### src/rtl/if_id_skid_reg.sv
// Fetch-to-decode pipeline register with a 2-entry skid buffer (head H, skid S).
// Decode fields are sliced combinationally from H, which is zero whenever the buffer is empty.
module if_id_skid_reg #(
    parameter int WIDTH = 32
) (
    input  logic             clk,
    input  logic             reset,
    input  logic             flush,
    input  logic             in_valid,
    output logic             in_ready,
    input  logic [WIDTH-1:0] in_instr,
    input  logic [WIDTH-1:0] in_pcplus4,
    output logic             out_valid,
    input  logic             out_ready,
    output logic [WIDTH-1:0] out_pcplus4,
    output logic [5:0]       opcode,
    output logic [4:0]       rs,
    output logic [4:0]       rt,
    output logic [4:0]       rd,
    output logic [4:0]       shamt,
    output logic [5:0]       funct,
    output logic [15:0]      imm16,
    output logic [25:0]      addr26
);

    typedef enum logic [1:0] {
        ST_EMPTY = 2'd0,
        ST_ONE   = 2'd1,
        ST_FULL  = 2'd2
    } state_t;

    state_t           r_state;
    logic [WIDTH-1:0] r_h_instr;
    logic [WIDTH-1:0] r_h_pc;
    logic [WIDTH-1:0] r_s_instr;
    logic [WIDTH-1:0] r_s_pc;

    state_t           w_state_nxt;
    logic [WIDTH-1:0] w_h_instr_nxt;
    logic [WIDTH-1:0] w_h_pc_nxt;
    logic [WIDTH-1:0] w_s_instr_nxt;
    logic [WIDTH-1:0] w_s_pc_nxt;
    logic             w_accept;
    logic             w_consume;

    // Handshake flags depend on registered state only, so out_ready never reaches in_ready.
    assign in_ready  = (r_state != ST_FULL);
    assign out_valid = (r_state != ST_EMPTY);
    assign w_accept  = in_valid & in_ready;
    assign w_consume = out_valid & out_ready;

    assign out_pcplus4 = r_h_pc;
    assign opcode      = r_h_instr[31:26];
    assign rs          = r_h_instr[25:21];
    assign rt          = r_h_instr[20:16];
    assign rd          = r_h_instr[15:11];
    assign shamt       = r_h_instr[10:6];
    assign funct       = r_h_instr[5:0];
    assign imm16       = r_h_instr[15:0];
    assign addr26      = r_h_instr[25:0];

    // Next-state and next-storage selection; flush empties everything and wins over any handshake.
    always_comb begin
        w_state_nxt   = r_state;
        w_h_instr_nxt = r_h_instr;
        w_h_pc_nxt    = r_h_pc;
        w_s_instr_nxt = r_s_instr;
        w_s_pc_nxt    = r_s_pc;
        if (flush) begin
            w_state_nxt   = ST_EMPTY;
            w_h_instr_nxt = {WIDTH{1'b0}};
            w_h_pc_nxt    = {WIDTH{1'b0}};
            w_s_instr_nxt = {WIDTH{1'b0}};
            w_s_pc_nxt    = {WIDTH{1'b0}};
        end else begin
            case (r_state)
                ST_EMPTY: begin
                    if (w_accept) begin
                        w_state_nxt   = ST_ONE;
                        w_h_instr_nxt = in_instr;
                        w_h_pc_nxt    = in_pcplus4;
                    end else begin
                        w_state_nxt   = ST_EMPTY;
                    end
                end
                ST_ONE: begin
                    if (w_accept && w_consume) begin
                        w_h_instr_nxt = in_instr;
                        w_h_pc_nxt    = in_pcplus4;
                    end else if (w_accept) begin
                        w_state_nxt   = ST_FULL;
                        w_s_instr_nxt = in_instr;
                        w_s_pc_nxt    = in_pcplus4;
                    end else if (w_consume) begin
                        // Clear H so the field outputs read zero while empty.
                        w_state_nxt   = ST_EMPTY;
                        w_h_instr_nxt = {WIDTH{1'b0}};
                        w_h_pc_nxt    = {WIDTH{1'b0}};
                    end else begin
                        w_state_nxt   = ST_ONE;
                    end
                end
                ST_FULL: begin
                    if (w_consume) begin
                        w_state_nxt   = ST_ONE;
                        w_h_instr_nxt = r_s_instr;
                        w_h_pc_nxt    = r_s_pc;
                        w_s_instr_nxt = {WIDTH{1'b0}};
                        w_s_pc_nxt    = {WIDTH{1'b0}};
                    end else begin
                        w_state_nxt   = ST_FULL;
                    end
                end
                default: begin
                    w_state_nxt   = ST_EMPTY;
                    w_h_instr_nxt = {WIDTH{1'b0}};
                    w_h_pc_nxt    = {WIDTH{1'b0}};
                    w_s_instr_nxt = {WIDTH{1'b0}};
                    w_s_pc_nxt    = {WIDTH{1'b0}};
                end
            endcase
        end
    end

    // State and storage registers; reset takes priority over flush.
    always_ff @(posedge clk) begin
        if (reset) begin
            r_state   <= ST_EMPTY;
            r_h_instr <= {WIDTH{1'b0}};
            r_h_pc    <= {WIDTH{1'b0}};
            r_s_instr <= {WIDTH{1'b0}};
            r_s_pc    <= {WIDTH{1'b0}};
        end else begin
            r_state   <= w_state_nxt;
            r_h_instr <= w_h_instr_nxt;
            r_h_pc    <= w_h_pc_nxt;
            r_s_instr <= w_s_instr_nxt;
            r_s_pc    <= w_s_pc_nxt;
        end
    end

endmodule
### config.mk
export PLATFORM = sky130hd
export DESIGN_NAME = if_id_skid_reg
export DESIGN_NICKNAME = d
export VERILOG_FILES = /design/src/rtl/if_id_skid_reg.sv
export SDC_FILE = /design/constraint.sdc
export NUM_CORES = 1
export LEC_CHECK = 0
export BUFFER_PORTS_ARGS = -buffer_cell sky130_fd_sc_hd__buf_2
export CELL_PAD_IN_SITES_DETAIL_PLACEMENT = 0
export CELL_PAD_IN_SITES_GLOBAL_PLACEMENT = 2
export CORE_AREA = 2 2 140 142
export DETAILED_ROUTE_END_ITERATION = 6
export DIE_AREA = 0 0 142 144
export PLACE_DENSITY_LB_ADDON = 0.1
export REMOVE_ABC_BUFFERS = 1
export SYNTH_ARGS = -nofsm -noshare
export SYNTH_HDL_FRONTEND = slang
export SYNTH_SLANG_ARGS = --single-unit
export TNS_END_PERCENT = 50
### constraint.sdc
create_clock -name clk -period 2.9 [get_ports clk]
set_input_delay 0.145 -clock clk [delete_from_list [all_inputs] [get_ports clk]]
set_output_delay 0.145 -clock clk [all_outputs]
set_load 0.005 [all_outputs]
==> results.ini <==
[die]
dieArea_um2 = 20450
rows = 51
die_w_um = 142
die_height_um = 144
initial_core_util_pct = 31.23
core_area_um2 = 19080
ios = 177

[logic_synthesis]
synthesis.area_um2 = 5958
synth_cell_type_count = 25
synth_ff_type = dfxtp_1
ys.warnings.count = 0
ys_seq_area_share_pct = 43.68
synth-seq-cells = 130
synth_edf_count = 0
postSynth.asyncResetShare_pct = 0
syn_inst = 709
syn_avg_cell_area_um2 = 8.404

[layout]
nets = 937
layout-drive-gt1-share_pct = 26.22
fin_area_um2 = 7840
antenna-diode-count = 0
syn_to_final_growth_pct = 31.58
finalNonFillerCells = 1119

[routing]
dr_wl_met2_um = 9131
first_pass_iters = 5
wl_met1_um = 8481
via_count = 5800
antenna_left = 0
drt-vias-per-instance = 5.183
dr.max_layer_used = met5
wl_per_cell_um = 16.71
wl_met3_um = 945
finalWirelength_um = 18700
first_iter_violations = 337
drc = 0

[placed_design]
place_area_um2 = 6643
dp.cells = 1023
dpl.hpwl_um = 10670
gp_congestion = 0.6811
portBuffers = 176
place_ws_ns = 0.8698

[sta]
rsz0062_at_grt = no
slew_viol_final = 0
period_minus_slack_ns = 2.271
clock_skew_ns = 0.009911
worst_pin_slew_ns = 0.8045
setup_viol = 0
fmax_mhz = 440.4
fin_crit_sh_pct = 78.30
hold_viol = 0
setup_slack_ns = 0.6292
slew_headroom_pct = 46.37

[critical_path]
r2r_start = r_state[1]$_SDFFE_PP0P_
critPathArrivalTime_ns = 2.13
cp_max_fo = 66
cp.required_ns = 2.76
r2r_cells = 4
startpoint = r_state[1]$_SDFFE_PP0P_
rr_endpoint = out_pcplus4[7]$_SDFFE_PP0P_
crit_type = register to output pin
endpoint_kind = output pin
rrSetupSlack_ns = 0.82
startpoint_type = register
crit_end = in_ready

[pwr]
p_leak_nw = 2.945
power_w = 0.004298
ir_worst_vdd_uv = 393.4
powerDensity_nw_per_um2 = 548.2

[hold_path]
hold_path_class = input port to register

[clock_tree]
clock_path_buffers = 2
cts_max_level = 4
cts_made_buffers = 17
clk_latency_ns = 0.42
cts_tree = done
cts-root-buf = clkbuf_16
path_clk_slew_ns = 0.05
numClockSinks = 130

[outcome]
status = complete, no violations

[grt]
grt_start_max_net_pins = 85
grt_pass1_vias = 5452
track_usage_pct = 17.96
grt.overflow.total = 0
grt_pass1_wl_um = 28880
antenna_found_initial = 1

[flow_run]
maxCapViolations = 0

==> critical path, stage by stage, from the launching register on <==
cell and delay [ns]:
dfxtp_2 0.53, nand2b_2 0.22, buf_4 0.67, buf_2 0.24
==> flip-flops by register name (all words and copies together), names as in the netlist <==
register and count:
r_s_pc 32, r_state 2, out_pcplus4 32, r_h_instr 32, r_s_instr 32
==> cell usage after synthesis, drive strengths merged, types with 2 or more instances <==
master  number  area, um2
nor3        64      320.3
clkbuf      36      135.1
dfxtp      130       2603
nand2      193      724.4
or3          2      17.52
buf         77      518.0
nand3b      64      480.5
nor2b        2      12.51
or2          2      12.52
a21oi        2      10.01
nand2b       2      12.51
a221o       64      640.6
a31oi       64      400.4
==> timing repair <==
item | in CTS | in global routing
hold buffers | 64 | 0
hold endpoints to repair | 110 | 0
resized for setup | 0 | 0
buffers inserted | 0 | 0
==> logic make-up (layout without fill, tap and decap cells) <==
kind of cell | after synthesis | in the layout | share of synthesized area [%]
simple gates | 332 | 332 | 26.88
mux | 2 | 2 | 0.3570
compound gates | 132 | 132 | 18.12
buf+inv | 113 | 285 | 10.96
flops | 130 | 130 | 43.68
==> routing by layer <==
metal / track usage, % / vias to the layer above
met5: 0 / -
met4: 4.316 / 2
met3: 4.371 / 11
met2: 30.87 / 179
met1: 22.74 / 2781
li1: - / 2827
==> power breakdown <==
part | switching, W | internal (W) | leakage (nW) | total [W]
logic | 0.000218 | 0.000187 | 1.61 | 0.000405
clock network | 0.000800 | 0.00123 | 0.282 | 0.00204
registers | 0.0000313 | 0.00183 | 1.05 | 0.00186
total | 0.00105 | 0.00325 | 2.94 | 0.00430
==> through the flow <==
step                      hold slack [ns]  utilization (%)  TNS [ns]
after floorplan                    0.2843                -   -476.79
after global placement             0.3868            34.82         0
after detailed placement           0.3881            34.82         0
after CTS                         0.02629            41.09         0
after global routing              0.04805            41.09         0
final                             0.04347            41.09         0
==> final cells by class <==
type,instances,area (um2)
fill,1969,11240
multi-input combinational,466,2738
sequential,130,2604
timing repair buffer,253,1644
clock buffer,21,470.5
tap,238,297.8
clock inverter,11,86.33
==> worst min path at each step <==
stage / from / to / slack (ns) / cells past startpoint
after CTS: reset / r_state[1]$_SDFFE_PP0P_ / 0.03 / 3
after floorplan: in_pcplus4[0] / out_pcplus4[0]$_SDFFE_PP0P_ / 0.28 / 1
final: reset / r_state[1]$_SDFFE_PP0P_ / 0.04 / 3
after detailed placement: in_pcplus4[9] / out_pcplus4[9]$_SDFFE_PP0P_ / 0.39 / 2
after global placement: in_pcplus4[15] / out_pcplus4[15]$_SDFFE_PP0P_ / 0.39 / 2
after global routing: flush / r_state[1]$_SDFFE_PP0P_ / 0.05 / 3
==> placed cells by master, fill, tap and decap left out, types with 3 or more instances in the layout <==
master         instances
nand2_1              193
buf_2                176
dfxtp_1              129
nor3_1                64
a221o_1               64
nand3b_1              64
a31oi_1               64
dlygate4sd3_1         64
clkbuf_16             17
buf_4                 11
clkinv_2               8
clkbuf_8               3
Note: power is estimated with default switching activity, not from simulation.
